$ cat config.mk
export PLATFORM = sky130hd
export DESIGN_NAME = pipeline_hazard_ctrl
export DESIGN_NICKNAME = d
export VERILOG_FILES = /design/src/rtl/pipeline_hazard_ctrl.sv
export SDC_FILE = /design/constraint.sdc
export NUM_CORES = 1
export LEC_CHECK = 0
export ABC_AREA = 1
export CAP_MARGIN = 20
export CORE_UTILIZATION = 41
export CTS_BUF_LIST = sky130_fd_sc_hd__clkbuf_8
export DETAILED_ROUTE_END_ITERATION = 8
export HOLD_SLACK_MARGIN = 0.08
export PLACE_DENSITY_LB_ADDON = 0.25
export SYNTH_ARGS = -nofsm -noshare
export SYNTH_HDL_FRONTEND = slang
export SYNTH_SLANG_ARGS = --single-unit
$ cat constraint.sdc
create_clock -name CLK -period 1.3 [get_ports CLK]
set_input_delay 0.195 -clock CLK [delete_from_list [all_inputs] [get_ports CLK]]
set_output_delay 0.195 -clock CLK [all_outputs]
set_load 0.02 [all_outputs]
$ cat src/rtl/pipeline_hazard_ctrl.sv
// pipeline_hazard_ctrl: stall/flush controller for the 5-stage RV32IM pipeline.
// Resolves load-use hazards and taken-branch flushes, and holds the front end
// while a multi-cycle MUL/DIV/REM op occupies EX.
// Optional build macro: HAZARD_STALL_COUNTER_EN adds a free-running 32-bit
// count of PC stall cycles on port STALL_CYCLES.
module pipeline_hazard_ctrl #(
  parameter int MUL_LATENCY = 3,
  parameter int DIV_LATENCY = 33
) (
  input  logic        CLK,
  input  logic        RST,
  input  logic [4:0]  ID_RS1_ADDR,
  input  logic [4:0]  ID_RS2_ADDR,
  input  logic        ID_USES_RS1,
  input  logic        ID_USES_RS2,
  input  logic [4:0]  EX_WRITE_ADDR,
  input  logic        EX_WRITE_ENABLE,
  input  logic        EX_DATA_MEM_SELECT,
  input  logic        EX_MDU_VALID,
  input  logic        EX_MDU_IS_DIV,
  input  logic        EX_BRANCH_TAKEN,
  output logic        PC_STALL,
  output logic        IF_ID_STALL,
  output logic        IF_ID_FLUSH,
  output logic        ID_EX_STALL,
  output logic        ID_EX_FLUSH,
  output logic        EX_MEM_FLUSH,
  output logic        MDU_START,
  output logic        MDU_BUSY
`ifdef HAZARD_STALL_COUNTER_EN
  ,
  output logic [31:0] STALL_CYCLES
`endif
);

  typedef enum logic [1:0] {
    ST_RUN      = 2'd0,
    ST_MDU_WAIT = 2'd1,
    ST_MDU_DONE = 2'd2
  } state_t;

  // The start cycle itself is the first of LATENCY stall cycles, so the
  // counter is loaded with LATENCY-1 and MDU_WAIT covers the rest.
  localparam logic [5:0] LP_MUL_CNT = 6'(MUL_LATENCY - 1);
  localparam logic [5:0] LP_DIV_CNT = 6'(DIV_LATENCY - 1);

  state_t     r_state;
  state_t     w_state_nxt;
  logic [5:0] r_cnt;
  logic [5:0] w_cnt_nxt;
  logic       w_rs1_hit;
  logic       w_rs2_hit;
  logic       w_load_use;

  // Load-use detection: a load in EX whose (non-x0) destination feeds ID.
  always_comb begin
    w_rs1_hit  = ID_USES_RS1 && (ID_RS1_ADDR == EX_WRITE_ADDR);
    w_rs2_hit  = ID_USES_RS2 && (ID_RS2_ADDR == EX_WRITE_ADDR);
    w_load_use = EX_DATA_MEM_SELECT && EX_WRITE_ENABLE &&
                 (EX_WRITE_ADDR != 5'd0) && (w_rs1_hit || w_rs2_hit);
  end

  // Next-state, counter and pipeline-control decode from state and inputs.
  always_comb begin
    w_state_nxt  = r_state;
    w_cnt_nxt    = r_cnt;
    PC_STALL     = 1'b0;
    IF_ID_STALL  = 1'b0;
    IF_ID_FLUSH  = 1'b0;
    ID_EX_STALL  = 1'b0;
    ID_EX_FLUSH  = 1'b0;
    EX_MEM_FLUSH = 1'b0;
    MDU_START    = 1'b0;
    MDU_BUSY     = 1'b0;
    case (r_state)
      ST_RUN: begin
        if (EX_MDU_VALID) begin
          // MDU wins over a (illegal) simultaneous branch: no flush issued.
          MDU_START    = 1'b1;
          PC_STALL     = 1'b1;
          IF_ID_STALL  = 1'b1;
          ID_EX_STALL  = 1'b1;
          EX_MEM_FLUSH = 1'b1;
          w_cnt_nxt    = EX_MDU_IS_DIV ? LP_DIV_CNT : LP_MUL_CNT;
          w_state_nxt  = ST_MDU_WAIT;
        end else if (EX_BRANCH_TAKEN) begin
          IF_ID_FLUSH = 1'b1;
          ID_EX_FLUSH = 1'b1;
        end else if (w_load_use) begin
          // One bubble is enough: the load moves to MEM next cycle.
          PC_STALL    = 1'b1;
          IF_ID_STALL = 1'b1;
          ID_EX_FLUSH = 1'b1;
        end
      end
      ST_MDU_WAIT: begin
        // Branch and load-use inputs are meaningless while EX is occupied.
        MDU_BUSY     = 1'b1;
        PC_STALL     = 1'b1;
        IF_ID_STALL  = 1'b1;
        ID_EX_STALL  = 1'b1;
        EX_MEM_FLUSH = 1'b1;
        if (r_cnt == 6'd1) begin
          w_cnt_nxt   = 6'd0;
          w_state_nxt = ST_MDU_DONE;
        end else begin
          w_cnt_nxt = r_cnt - 6'd1;
        end
      end
      ST_MDU_DONE: begin
        // EX_MEM captures the result now. EX_MDU_VALID is still high for the
        // finishing op and must not restart the unit; branches are ignored.
        if (w_load_use) begin
          PC_STALL    = 1'b1;
          IF_ID_STALL = 1'b1;
          ID_EX_FLUSH = 1'b1;
        end
        w_state_nxt = ST_RUN;
      end
      default: begin
        w_state_nxt = ST_RUN;
        w_cnt_nxt   = 6'd0;
      end
    endcase
  end

  // State and latency counter; reset aborts any MDU op in flight.
  always_ff @(posedge CLK) begin
    if (RST) begin
      r_state <= ST_RUN;
      r_cnt   <= 6'd0;
    end else begin
      r_state <= w_state_nxt;
      r_cnt   <= w_cnt_nxt;
    end
  end

`ifdef HAZARD_STALL_COUNTER_EN
  logic [31:0] r_stall_cycles;

  // Performance counter of front-end stall cycles, wrapping at 2^32.
  always_ff @(posedge CLK) begin
    if (RST) begin
      r_stall_cycles <= 32'd0;
    end else if (PC_STALL) begin
      r_stall_cycles <= r_stall_cycles + 32'd1;
    end
  end

  assign STALL_CYCLES = r_stall_cycles;
`endif

endmodule

Yosys cells after proc, flatten, opt, wreduce, memory -nomap -nowiden
Index checks and enable logic that the tools add are counted.

storage, ports and cells
  output and inout bits = 8
  logic and storage cells = 42
  input port bits = 24
  latch bits = 0
  bits in writable memories = 0
  memories kept = 0
  bits in registers = 8
  ROM bits = 0

operators by class
  $add $sub $neg = 1
  multiplexer cells = 21
  multiply operators = 0
  reduce and logical (&&, ||, !) cells = 10
  bitwise gates (word level) = 1
  order comparisons = 0
  eq/ne operators = 7
  divide/modulo/power cells = 0
  shifts and indexed selects = 0

operators with widths
  kind                                                 number
  two-way mux 6 bit                                    3
  one-hot mux 6 bit (3 select lines)                   1
  two-way mux 1 bit                                    11
  equality test 5 bit                                  2
  equality test 6 x 1 -> 1 bit, second input constant  1
  subtractor 6 x 1 -> 6 bit, second input constant     1
  logical AND 1 bit                                    5
  nonzero test 5 bit                                   1
  two-way mux 2 bit                                    2
  != test 2 bit, second input constant                 2
  one-hot mux 1 bit (2 select lines)                   2
  one-hot mux 2 bit (2 select lines)                   1
  AND reduction 2 bit                                  2
  one-hot mux 1 bit (3 select lines)                   1
  equality test 2 x 1 -> 1 bit, second input constant  1
  equality test 2 bit, second input constant           1
  logical NOT 2 bit                                    1
  logical OR 1 bit                                     1
  inverter 1 bit                                       1

Depth between registers and ports, before layout
  word-level depth = 8
  gate-level depth with buffers = 9
  mapped depth without buffers = 9

Worst setup path after synthesis
No wires, ideal clock.

  path type = reg-to-output
  start = register r_state[1]
  end = output port PC_STALL
  data arrival time = 1499 ps
  cell stages (with the launch flop) = 9
  data required time = 1105 ps
  path buffers = 1
  slack = -394 ps
  path through = dfxtp_1 nor2_1 inv_1 nor2_2 inv_1 nand2_1 inv_1 nand2_1 buf_4

on the way
  word-level cells in the longest chain between the ends = 2
  elaborated cells between the ends (all ways) = 4
  classes of those cells = eq/ne (2); mux (1); reduce/logical (1)

ends and longest elaborated chain
  item                                               RTL line  RTL
  from (decl)                                        47        state_t r_state;
  from (signal assigned)                             133       r_state <= w_state_nxt;
  equality test 2 bit, or another cell as far along  n/a
  one-hot mux 1 bit (3 select lines) *               n/a
  to (decl)                                          22        output logic PC_STALL,

Every way passes the cells marked *; elsewhere a longest branch is shown, timed or not.

Worst setup path after layout
  start = register r_state[0]
  end = output port IF_ID_STALL

on the way
  word-level cells in the longest chain between the ends = 2
  elaborated cells between the ends (all ways) = 4
  classes of those cells = eq/ne (2); mux (1); reduce/logical (1)

ends and longest elaborated chain
  item                                               RTL line  RTL
  equality test 2 bit, or another cell as far along  75        case (r_state)
  one-hot mux 1 bit (3 select lines) *               75
  to (decl)                                          23        output logic IF_ID_STALL,

Marked as above.

==> impl_metrics.json <==
{
  "status": "complete, but fails checks",
  "violations": "negative setup slack",
  "clockBufferDepth": 2,
  "globalplace.congestion": 0.790,
  "synthAdderAreaFrac": 0.0372,
  "ys_seq_area_frac": 0.238,
  "cts_htree_levels": 1,
  "rows": 14,
  "hpwl_um": 1410,
  "start_kind": "flop",
  "crit_end": "IF_ID_STALL",
  "synth_mux_area_frac": 0,
  "grt_util_all_layers": 0.247,
  "dp.cells": 163,
  "pwr-share-seq": 0.266,
  "reg2reg_depth": 8,
  "leakage_nw": 0.595,
  "ctsHoldBuffers": 0,
  "vias": 869,
  "rr_startpoint": "r_state[0]",
  "synth_area_sq_um": 672,
  "finalHoldViolCount": 0,
  "grt_start_max_net_pins": 7,
  "ys_ff_latch": 8,
  "finalCoreUtilization": 0.782,
  "synth_top_area_share": 0.238,
  "worst_pin_slew_ps": 257,
  "clk_latency_ps": 240,
  "yosys.cell_types.count": 21,
  "drv_cap": 0,
  "fin_cells": 172,
  "critPathRequiredTime_ps": 1110,
  "fp.dieW_um": 42.5,
  "arrival_ps": 1180,
  "fin_area_sq_um": 1190,
  "period_minus_slack_ps": 1370,
  "clock_skew_ps": 5.05,
  "combinationalPowerShare": 0.449,
  "path_clk_slew_ps": 40,
  "setup_ws_ps": -74.5,
  "p_sw_mw": 0.394,
  "relSlewSlack": 0.828,
  "synth_area_leader_cell": "dfxtp_1",
  "cts_tree": "done",
  "r2r_slack_ps": 20,
  "syn2layout_area_growth_pct": 77.5,
  "synth_warnings": 0,
  "antenna_found_initial": 0,
  "min_path_type": "flop to flop",
  "syn-num-nets": 135,
  "cts_sinks": 8,
  "fin_crit_sh": 1.06,
  "synth_top_family_by_area": "simple AND/OR/NAND/NOR gates",
  "port_buffers": 31,
  "ys_top_cells_by_area": "dfxtp_1, nand2_1, inv_1",
  "maxSlewViolCount": 0,
  "wl_per_cell_um": 12.2,
  "vias_per_cell": 5.05,
  "ios": 32,
  "drive_above_1_share": 0.423,
  "synth-simple-area-share": 0.361,
  "cp-startpoint": "r_state[0]",
  "core_area_sq_um": 1520,
  "dr.pass1.iters": 4,
  "intPower_mw": 0.707,
  "die-area_sq_um": 1800,
  "floorplan.initialDensity": 0.441,
  "antenna_cells": 0,
  "drt-total-wl_um": 2100,
  "synth_compound_area_frac": 0.145,
  "grt_pass1_wl_um": 3330,
  "setup_viol": 6,
  "syn_inst": 109,
  "root_buffer": "clkbuf_8",
  "crit_path_end_kind": "primary output",
  "ant_nets": 0,
  "grt_overflow_total": 0,
  "avgSynthCellArea_sq_um": 6.16,
  "rsz0062_at_grt": "yes",
  "fp.dieH_um": 42.5,
  "place_area_sq_um": 1090,
  "max_freq_mhz": 728,
  "rr_endpoint": "r_state[0]",
  "drc": 0,
  "post-place-ws_ps": -832,
  "clkPwrFrac": 0.286,
  "power.density_nw_per_um2": 924,
  "nNetsFinal": 183,
  "grt_pass1_vias": 819,
  "critical_path_class": "flop to primary output",
  "vdd_drop_max_mv": 0.719,
  "crit_fanout": 3,
  "holdWs_ps": 501,
  "synth_xor_area_frac": 0.0782,
  "drtIter0Drc": 16,
  "switching_share": 0.358,
  "numCtsBuffers": 3
}
==> cell usage after synthesis <==
cell	n
nor3_1	2
xor2_1	4
nor2_2	1
nand4_1	3
nand2_1	25
nor2_1	15
inv_2	4
o21ai_4	1
xnor2_1	2
nand3_1	9
a21oi_2	1
ha_1	2
nand2_2	2
a21oi_1	3
dfxtp_1	8
a211oi_1	1
o21ai_0	5
inv_1	17
buf_4	2
o21bai_4	1
o22ai_1	1
==> cell usage in the layout, fill, tap and decap left out, drive strengths merged <==
cell | synthesis | routed
a211oi | 1 | 1
a21oi | 4 | 4
buf | 2 | 24
clkbuf | 0 | 4
clkdlybuf4s15 | 0 | 3
clkdlybuf4s50 | 0 | 5
dfxtp | 8 | 8
dlygate4sd2 | 0 | 12
ha | 2 | 2
inv | 21 | 22
nand2 | 27 | 27
nand3 | 9 | 9
nand4 | 3 | 3
nor2 | 16 | 16
nor3 | 2 | 2
o21ai | 6 | 6
o21bai | 1 | 1
o22ai | 1 | 1
xnor2 | 2 | 2
xor2 | 4 | 4
==> timing repair <==
action | 4_1_cts | 5_1_grt
pin swaps | 16 | 10
gates resized for setup | 82 | 16
endpoints found under the hold margin | 0 | 0
buffers inserted | 4 | 3
setup endpoints to repair | 9 | 14
==> registers in the layout, summed over array words and instances, names as in the netlist <==
name / flops
r_cnt: 6
r_state: 2
==> worst min-delay path by stage <==
stage          cells past startpoint  endpoint      from  slack (ps)
2_1_floorplan                      1  r_cnt[5]       RST         260
3_3_place_gp                       2  r_cnt[0]  r_cnt[0]         470
3_5_place_dp                       2  r_cnt[0]  r_cnt[0]         480
4_1_cts                            2  r_cnt[0]  r_cnt[0]         490
5_1_grt                            2  r_cnt[2]  r_cnt[2]         530
6_report                           2  r_cnt[0]  r_cnt[0]         500
==> cells by family (layout without fill, tap and decap cells) <==
kind of cell    count (synthesis)  in the layout
compound gates                 13             13
fa+ha+maj                       2              2
buf+inv                        23             70
xor+xnor                        6              6
flops                           8              8
simple gates                   57             57
==> per-layer routing <==
layer	up-vias	routed length (um)	GRT usage
met1	393	838	0.264
met4	0	68	0.194
met2	34	1110	0.434
li1	433	-	-
met3	9	88	0.0259
met5	-	0	0
==> layout make-up <==
class                      count  area, sq um
sequential                     8          168
clock inverter                 1         3.75
clock buffer                   3         41.3
fill                         113          332
multi-input combinational     78          507
tap                           16         20.0
timing repair buffer          45          372
inverter                      21         81.3
==> power groups by stage <==
stage	clock network, mW	logic (mW)	registers [mW]
after CTS	0.318	0.457	0.292
after global placement	0	0.438	0.294
final	0.314	0.494	0.293
after detailed placement	0	0.447	0.295
after floorplan	0	0.260	0.292
after global routing	0.333	0.537	0.296
==> worst max-delay path, stage by stage, from the launching register on <==
cell     delay, ps
dfxtp_4        350
nor2_4         120
inv_2           60
nor2_4          90
inv_2           60
nand2_4         60
inv_2           40
nand2_4         60
buf_6          110
==> through the flow <==
step	total power, mW	setup TNS (ps)
final	1.10	-271
after global routing	1.17	-687
after CTS	1.07	-160
after detailed placement	0.742	-5250
after global placement	0.732	-5020
after floorplan	0.552	-27.3
No activity file was read; power rests on OpenSTA's default activity.
